[src/rtl/decode_ctrl_pipe.sv]
// RV32I/RV32E control decoder with a registered ID/EX output stage, valid/ready on both sides,
// one-bubble load-use hazard insertion and branch-resolution flush.
module decode_ctrl_pipe #(
  parameter int PC_WIDTH  = 32,
  parameter int RV32E     = 0,
  parameter int HAZARD_EN = 1
) (
  input  logic                clk,
  input  logic                i_rst,
  input  logic                i_valid,
  output logic                o_ready,
  input  logic [31:0]         i_inst,
  input  logic [PC_WIDTH-1:0] i_pc,
  input  logic                i_flush,
  output logic                o_valid,
  input  logic                i_ready,
  output logic                o_jump,
  output logic                o_jalr,
  output logic                o_branch,
  output logic                o_mem_wr,
  output logic                o_mem_rd,
  output logic                o_arith,
  output logic                o_unsigned,
  output logic                o_sub,
  output logic                o_auipc,
  output logic                o_alu_src,
  output logic                o_rd_wen,
  output logic                o_illegal,
  output logic [2:0]          o_branch_type,
  output logic [1:0]          o_rd_dest_select,
  output logic [2:0]          o_opsel,
  output logic [4:0]          o_rs1,
  output logic [4:0]          o_rs2,
  output logic [4:0]          o_rd,
  output logic [PC_WIDTH-1:0] o_pc,
  output logic [31:0]         o_inst
);

  localparam logic [6:0] OP_R      = 7'b0110011;
  localparam logic [6:0] OP_I      = 7'b0010011;
  localparam logic [6:0] OP_LOAD   = 7'b0000011;
  localparam logic [6:0] OP_STORE  = 7'b0100011;
  localparam logic [6:0] OP_BRANCH = 7'b1100011;
  localparam logic [6:0] OP_JAL    = 7'b1101111;
  localparam logic [6:0] OP_JALR   = 7'b1100111;
  localparam logic [6:0] OP_LUI    = 7'b0110111;
  localparam logic [6:0] OP_AUIPC  = 7'b0010111;

  typedef struct packed {
    logic       jump;
    logic       jalr;
    logic       branch;
    logic       mem_wr;
    logic       mem_rd;
    logic       arith;
    logic       is_unsigned;
    logic       sub;
    logic       auipc;
    logic       alu_src;
    logic       rd_wen;
    logic       illegal;
    logic [2:0] branch_type;
    logic [1:0] rd_dest_select;
    logic [2:0] opsel;
    logic [4:0] rs1;
    logic [4:0] rs2;
    logic [4:0] rd;
  } ctrl_t;

  ctrl_t               dec;
  ctrl_t               ctrl_q;
  logic                use_rs1;
  logic                use_rs2;
  logic                known;
  logic                rv32e_bad;
  logic [2:0]          funct3;
  logic                valid_q;
  logic [PC_WIDTH-1:0] pc_q;
  logic [31:0]         inst_q;
  logic                hazard;
  logic                accept;

  assign funct3 = i_inst[14:12];

  always_comb begin
    dec       = '0;
    use_rs1   = 1'b0;
    use_rs2   = 1'b0;
    known     = 1'b1;
    rv32e_bad = 1'b0;
    dec.rs1   = i_inst[19:15];
    dec.rs2   = i_inst[24:20];
    dec.rd    = i_inst[11:7];
    case (i_inst[6:0])
      OP_R: begin
        use_rs1         = 1'b1;
        use_rs2         = 1'b1;
        dec.rd_wen      = 1'b1;
        dec.opsel       = funct3;
        dec.sub         = (funct3 == 3'b000) ? i_inst[30] : (funct3[2:1] == 2'b01);
        dec.arith       = (funct3 == 3'b101) && i_inst[30];
        dec.is_unsigned = (funct3 == 3'b011);
      end
      OP_I: begin
        use_rs1         = 1'b1;
        dec.alu_src     = 1'b1;
        dec.rd_wen      = 1'b1;
        dec.opsel       = funct3;
        dec.sub         = (funct3[2:1] == 2'b01);
        dec.arith       = (funct3 == 3'b101) && i_inst[30];
        dec.is_unsigned = (funct3 == 3'b011);
      end
      OP_LOAD: begin
        use_rs1            = 1'b1;
        dec.mem_rd         = 1'b1;
        dec.rd_wen         = 1'b1;
        dec.alu_src        = 1'b1;
        dec.rd_dest_select = 2'b01;
      end
      OP_STORE: begin
        use_rs1     = 1'b1;
        use_rs2     = 1'b1;
        dec.mem_wr  = 1'b1;
        dec.alu_src = 1'b1;
      end
      OP_BRANCH: begin
        use_rs1         = 1'b1;
        use_rs2         = 1'b1;
        dec.branch      = 1'b1;
        dec.branch_type = funct3;
        dec.sub         = 1'b1;
        dec.is_unsigned = (funct3[2:1] == 2'b11);
      end
      OP_JAL: begin
        dec.jump           = 1'b1;
        dec.rd_wen         = 1'b1;
        dec.rd_dest_select = 2'b10;
      end
      OP_JALR: begin
        use_rs1            = 1'b1;
        dec.jalr           = 1'b1;
        dec.jump           = 1'b1;
        dec.alu_src        = 1'b1;
        dec.rd_wen         = 1'b1;
        dec.rd_dest_select = 2'b10;
      end
      OP_LUI: begin
        dec.rd_wen         = 1'b1;
        dec.rd_dest_select = 2'b11;
      end
      OP_AUIPC: begin
        dec.auipc   = 1'b1;
        dec.alu_src = 1'b1;
        dec.rd_wen  = 1'b1;
      end
      default: known = 1'b0;
    endcase
    // Only register fields the format actually uses are checked; other formats reuse those bits as immediate.
    rv32e_bad = (RV32E != 0) && ((use_rs1 && i_inst[19]) || (use_rs2 && i_inst[24]) ||
                                 (dec.rd_wen && i_inst[11]));
    if (!known || rv32e_bad) begin
      dec.illegal = 1'b1;
      dec.rd_wen  = 1'b0;
      dec.mem_wr  = 1'b0;
      dec.mem_rd  = 1'b0;
      dec.branch  = 1'b0;
      dec.jump    = 1'b0;
      dec.jalr    = 1'b0;
    end
  end

  assign hazard  = (HAZARD_EN != 0) && valid_q && ctrl_q.mem_rd && (ctrl_q.rd != 5'd0) && i_valid &&
                   ((use_rs1 && (dec.rs1 == ctrl_q.rd)) || (use_rs2 && (dec.rs2 == ctrl_q.rd)));
  assign o_ready = (!valid_q || i_ready) && !hazard;
  assign accept  = i_valid && o_ready && !i_flush;

  always_ff @(posedge clk) begin
    if (i_rst) begin
      valid_q <= 1'b0;
      ctrl_q  <= '0;
      pc_q    <= '0;
      inst_q  <= '0;
    end else if (i_flush) begin
      valid_q <= 1'b0;
    end else if (accept) begin
      valid_q <= 1'b1;
      ctrl_q  <= dec;
      pc_q    <= i_pc;
      inst_q  <= i_inst;
    end else if (i_ready) begin
      valid_q <= 1'b0;
    end
  end

  assign o_valid          = valid_q;
  assign o_jump           = ctrl_q.jump;
  assign o_jalr           = ctrl_q.jalr;
  assign o_branch         = ctrl_q.branch;
  assign o_mem_wr         = ctrl_q.mem_wr;
  assign o_mem_rd         = ctrl_q.mem_rd;
  assign o_arith          = ctrl_q.arith;
  assign o_unsigned       = ctrl_q.is_unsigned;
  assign o_sub            = ctrl_q.sub;
  assign o_auipc          = ctrl_q.auipc;
  assign o_alu_src        = ctrl_q.alu_src;
  assign o_rd_wen         = ctrl_q.rd_wen;
  assign o_illegal        = ctrl_q.illegal;
  assign o_branch_type    = ctrl_q.branch_type;
  assign o_rd_dest_select = ctrl_q.rd_dest_select;
  assign o_opsel          = ctrl_q.opsel;
  assign o_rs1            = ctrl_q.rs1;
  assign o_rs2            = ctrl_q.rs2;
  assign o_rd             = ctrl_q.rd;
  assign o_pc             = pc_q;
  assign o_inst           = inst_q;

endmodule

[config.mk]
export PLATFORM = sky130hd
export DESIGN_NAME = decode_ctrl_pipe
export DESIGN_NICKNAME = d
export VERILOG_FILES = /design/src/rtl/decode_ctrl_pipe.sv
export SDC_FILE = /design/constraint.sdc
export NUM_CORES = 1
export LEC_CHECK = 0
export ABC_AREA = 1
export BUFFER_PORTS_ARGS = -buffer_cell sky130_fd_sc_hd__clkbuf_2
export CORE_MARGIN = 2
export CORE_UTILIZATION = 40
export CTS_CLUSTER_DIAMETER = 100
export DETAILED_ROUTE_END_ITERATION = 7
export HOLD_SLACK_MARGIN = 0.1
export PLACE_DENSITY_LB_ADDON = 0.25
export SETUP_SLACK_MARGIN = 0.2
export SYNTH_ARGS = -nofsm -noshare
export SYNTH_HDL_FRONTEND = slang
export SYNTH_SLANG_ARGS = --single-unit
[constraint.sdc]
create_clock -name clk -period 4.3 [get_ports clk]
set_input_delay 0.43 -clock clk [delete_from_list [all_inputs] [get_ports clk]]
set_output_delay 0.43 -clock clk [all_outputs]
set_load 0.05 [all_outputs]
Yosys cells after proc, flatten, opt, wreduce, memory -nomap -nowiden --
Cells that the tools add are included.
Cells by class: bitwise gates (word level) 1, multiplexer cells 21, reduce and logical (&&, ||, !) cells 27, equality and inequality tests 15
Operator list (number):
- 7-bit by 6-bit == test with 1-bit output (second input constant) | 3
- 7-bit == test (second input constant) | 3
- 1-bit 2-to-1 mux | 15
- 7-bit by 5-bit == test with 1-bit output (second input constant) | 2
- 2-bit one-hot mux with 3 select lines | 2
- 5-bit == test | 2
- 1-bit logical AND | 10
- 9-bit OR reduction | 1
- 7-bit by 2-bit == test with 1-bit output (second input constant) | 1
- 7-bit OR reduction | 1
- 3-bit 2-to-1 mux | 2
- 2-bit OR reduction | 3
- 6-bit OR reduction | 1
- 5-bit 2-to-1 mux | 1
- 5-bit nonzero test | 1
- 5-bit OR reduction | 1
- 3-bit by 2-bit == test with 1-bit output (second input constant) | 1
- 3-bit == test (second input constant) | 1
- 1-bit logical NOT | 3
- 3-bit logical NOT | 1
- 3-bit OR reduction | 1
- 2-bit by 1-bit == test with 1-bit output (second input constant) | 1
- 2-bit == test (second input constant) | 1
- 1-bit logical OR | 2
- 4 further kinds | 4
Storage, ports and cells: input port bits 69, output and inout port bits 101, register bits 100, logic and storage cells 85

Depth between registers and ports, before layout --
depth in word-level cells 11, gate-level depth with buffers 15, depth with buffers taken out 13

Worst setup path before layout --
OpenSTA, ideal clock, no wires.
kind flip-flop to output port, start register ctrl_q (netlist bit o_rd[0]), end output port o_ready, path buffers 0, slack 1.689 ns, data required time 3.870 ns, cell stages (with the launch flop) 9, arrival 2.181 ns, cells stage by stage dfxtp_1 -> nand2_1 -> nand2_1 -> nor2_1 -> nand2_1 -> nor2_1 -> nand2_1 -> nand2_1 -> a21boi_0
On the way: longest elaborated chain between the ends 6, elaborated cells on any way between the ends 11, classes of those cells eq/ne: 2; reduce/logical: 9
RTL lines:
- from (decl) | line 71 | ctrl_t ctrl_q;
- from (signal assigned) | line 180 | ctrl_q <= '0;
- from (signal assigned) | line 187 | ctrl_q <= dec;
- 5-bit == test or 5-bit nonzero test (tied branches) | line 173, 172
- 1-bit logical AND (on tied branches) | line 173, 172
- 1-bit logical OR or 1-bit logical AND (tied branches) | line 173, 172
- 1-bit logical AND (*) | line 172 | assign hazard = (HAZARD_EN != 0) && valid_q && ctrl_q.mem_rd && (ctrl_q.rd != 5'd0) && i_valid &&
- 1-bit logical NOT (*) | line 174 | assign o_ready = (!valid_q || i_ready) && !hazard;
- 1-bit logical AND (*) | line 174
- to (decl) | line 11 | output logic o_ready,
Every way passes the cells marked *; elsewhere a longest branch is shown, timed or not.

Final worst setup path --
start register ctrl_q (netlist bit o_rd[2]), end register ctrl_q (netlist bit o_rs1[3])
On the way: longest elaborated chain between the ends 9, elaborated cells on any way between the ends 14, classes of those cells eq/ne: 2; reduce/logical: 12
RTL lines:
- 5-bit == test or 5-bit nonzero test (tied branches) | line 173, 172
- 1-bit logical AND (on tied branches) | line 173, 172
- 1-bit logical OR or 1-bit logical AND (tied branches) | line 173, 172
- 1-bit logical AND (*) | line 172
- 1-bit logical NOT (*) | line 174
- 1-bit logical AND (*) | line 174
- 1-bit logical AND (*) (2 in a row) | line 175 | assign accept = i_valid && o_ready && !i_flush;
- 2-bit AND reduction (no line) (*)
Marks and branches as above. A chain may end at the register's enable or synchronous reset.

==> results by group <==
Timing
  – F_max: 0.3708 GHz
  – Slew margin rel.: approximately 48%
  – Final period utilization: between 60% and 70%
  – Final-report max-slew violation count: 0
  – Worst slew pin tran: around 0.78 ns
  – Final min period: around 2.7 ns
  – RSZ-0062 raised after global routing: false
  – Clk_skew: ~0.015 ns
  – Setup TNS after final layout: 0 ns
  – Final setup viols: 0
  – Hold Vio Cnt, Final: 0

Place
  – Detailed Place HPWL: about 7.3 mm
  – Placer Congestion: a little under 0.9
  – Port bufs: around 170
  – Placed Cells: 925

Clock network
  – Cts hold-fix bufs: 0
  – CTS buffer count: 9
  – TritonCTS clock tree: built
  – Root Driver: clkbuf_8
  – H-tree depth: 3
  – Post-CTS Setup Bufs: 0
  – Post-CTS sizing: 0
  – Clk slew on worst S/H paths: about 0.090 ns
  – Maximum clock path buffer count: 2
  – Sink Count: 85
  – Clk_lat worst skew: 0.36 ns

Global routing
  – Initial antenna violation count: 0
  – Pin count of the biggest net entering global routing: 77
  – Vias in the first global route: ~3700
  – Total global-route track usage: a little under a fifth
  – First-pass GRT wire length: between 15 and 20 mm
  – GR Overflow Total: 0

Setup path
  – R2r startpoint: o_rd[2]$_SDFFE_PP0P_
  – Most common cell on crit path: nand2_1
  – Critical Path Slowest Stage Cell: nand3_4
  – Worst EP arrival: 2.99 ns
  – CP Capture Type: flop
  – Flop-to-flop setup slack: approximately 1.6 ns
  – Crit path cell chain: nor3_1, nand3_1, nand4_1, inv_1, nand2_2, nand3_4, buf_12, nand2_1, nand2_1, nor2_1
  – CP startpoint kind: flop
  – Max Fanout on Critical Path: 76
  – Crit path from: o_rd[2]$_SDFFE_PP0P_
  – Setup Crit Path Kind: reg -> reg
  – Critical Path Max Stage Delay: roughly 0.65 ns
  – Worst Path Required: around 4.6 ns

Power and ir drop
  – Sw Ratio: about 34%
  – Worst vdd ir: around 0.00016 V
  – Switching power: around 0.70 mW
  – Sequential Power Share: 42.1%
  – Internal power: 1.365 mW
  – PD cells: around 400 nW/um2
  – Clock power frac: about a third
  – Leakage: 3.021 nW
  – Gate power share: between 20% and 30%
  – Pwr Total: just over 2 mW

Logic synthesis
  – Number of synthesized flops with an enable pin: 0
  – Cell variety after synth: 25
  – Top flip-flop cell by instance count after synthesis: dfxtp_1
  – Syn Nets: between 700 and 800
  – Seq cells post-synth: 85
  – Cell Area, Synth: just over 4000 um2
  – Syn avg cell area: 6.239 um2
  – Sequential area share after synthesis: 41.26%
  – Cells after Synth: 661
  – YS warnings: 0
  – Ys async rst share: 0%

Floorplanning
  – # IOs: 170
  – CORE AREA: around 10000 um2
  – Die Ht: 105.5 um
  – Initial Util: between 40% and 50%
  – Full die area: between 10000 and 15000 um2
  – Die Wd: ~110 um
  – Num rows: 37

Finish
  – Share of cells above drive strength 1: between 20% and 30%
  – Reg area: approximately 1700 um2
  – Diodes inserted: 0
  – Cell Count, Final, Fillers Out: 941
  – Area growth from synthesis to layout: 25.03%
  – Filler cell count: ~1100
  – Final core occ: between 50% and 60%
  – Final #Nets: 869
  – Multi-input logic area: about 1700 um2

Detailed routing
  – Drt first pass iters: 7
  – Routed vias/inst: roughly 4.4
  – Antenna-violating nets left: 0
  – Post-DR wirelength/cell: approximately 11 um
  – Vias: approximately 4100
  – Detailed Route WL: slightly above 10 mm
  – Initial drt markers: around 140
  – DRC viols: 0

Run
  – # Max-Cap Violations: 0

Hold path
  – HP Start: i_pc[12]
  – Worst hold path class: in -> reg

Run status
  – Outcome: complete, no violations
==> power by group through the flow <==
stage                     Combinational (mW)  Sequential, mW  Clock, mW
after global routing                   0.528           0.874      0.762
final                                  0.482           0.867      0.712
after floorplan                        0.203            1.06          0
after detailed placement               0.483           0.886          0
after CTS                              0.485           0.868      0.735
after global placement                 0.478           0.884          0
==> worst paths after layout <==
kind,to,depth (start not counted)
max,o_rs1[3]$_SDFFE_PP0P_,10
min,o_pc[12]$_SDFFE_PP0P_,3
max reg2reg,o_rs1[3]$_SDFFE_PP0P_,10
min reg2reg,o_opsel[0]$_SDFFE_PP0P_,2
==> Yosys cell counts, types with 2 or more instances <==
| library cell | instances | area (um2) |
|---|---|---|
| nand2_1 | 199 | 747.0 |
| nor2_1 | 156 | 585.6 |
| inv_1 | 109 | 409.1 |
| dfxtp_1 | 85 | 1702 |
| buf_4 | 25 | 187.7 |
| nand4_1 | 25 | 156.4 |
| a21oi_1 | 11 | 55.05 |
| clkbuf_1 | 8 | 30.03 |
| nand3_1 | 6 | 30.03 |
| buf_1 | 5 | 18.77 |
| nor3_1 | 5 | 25.02 |
| buf_2 | 4 | 20.02 |
| inv_2 | 4 | 15.01 |
| buf_6 | 3 | 33.78 |
| o21ai_0 | 3 | 15.01 |
| nand2_2 | 2 | 12.51 |
| nor2_2 | 2 | 12.51 |
| xnor2_1 | 2 | 17.52 |
==> final cells by class <==
type                       instances  area share [%]
tap                              136           3.300
sequential                        85           33.00
clock buffer                      10           2.669
inverter                         113           8.226
timing repair buffer             173           17.23
multi-input combinational        418           33.27
clock inverter                     6           2.305
==> layout by cell type (no fill, tap or decap), drive strengths merged, types with 5 or more instances in the layout <==
| cell | Yosys | routed |
|---|---|---|
| a21oi | 11 | 11 |
| clkbuf | 8 | 179 |
| dfxtp | 85 | 85 |
| inv | 113 | 114 |
| nand2 | 201 | 201 |
| nand3 | 7 | 7 |
| nand4 | 25 | 25 |
| nor2 | 158 | 158 |
| nor3 | 5 | 5 |
==> state kept, by name, summed over array words and instances, names as in the netlist, 2 cells and up <==
name              count
o_rs1                 4
o_inst               20
o_branch_type         3
o_opsel               3
o_rd                  4
o_pc                 32
o_rs2                 4
o_rd_dest_select      2
==> cells by family (layout without fill, tap and decap cells) <==
| kind of cell | after synthesis | count (layout) | synth area share [%] |
|---|---|---|---|
| and+or+nand+nor | 398 | 398 | 38.62 |
| buffers and inverters | 158 | 302 | 17.32 |
| DFF | 85 | 85 | 41.26 |
| AOI/OAI and AO/OA | 18 | 18 | 2.366 |
| xor gates and xnor gates | 2 | 2 | 0.4248 |
==> worst max-delay path, delay by kind of cell (launching register included) <==
family | cells | cell delay [ns]
buffers and inverters | 2 | 0.54
flip-flops | 1 | 0.38
AND/OR/NAND/NOR | 8 | 1.70
==> per-stage QoR <==
step	hold slack [ns]	area [um2]	setup WS [ns]
floorplan	0.4991	4124	1.689
global placement	0.4559	4900	1.443
detailed placement	0.4547	4900	1.330
CTS	0.2740	5156	1.585
global route	0.2908	5156	1.285
finish	0.2923	5156	1.603
==> per-layer routing <==
layer / share of wire, % / global-route usage [%]
met5: 0 / 0
met4: 2.1 / 8.177
met3: 6.5 / 3.092
met2: 46 / 31.15
met1: 45 / 22.33
Power figures use the tool's default switching activity.
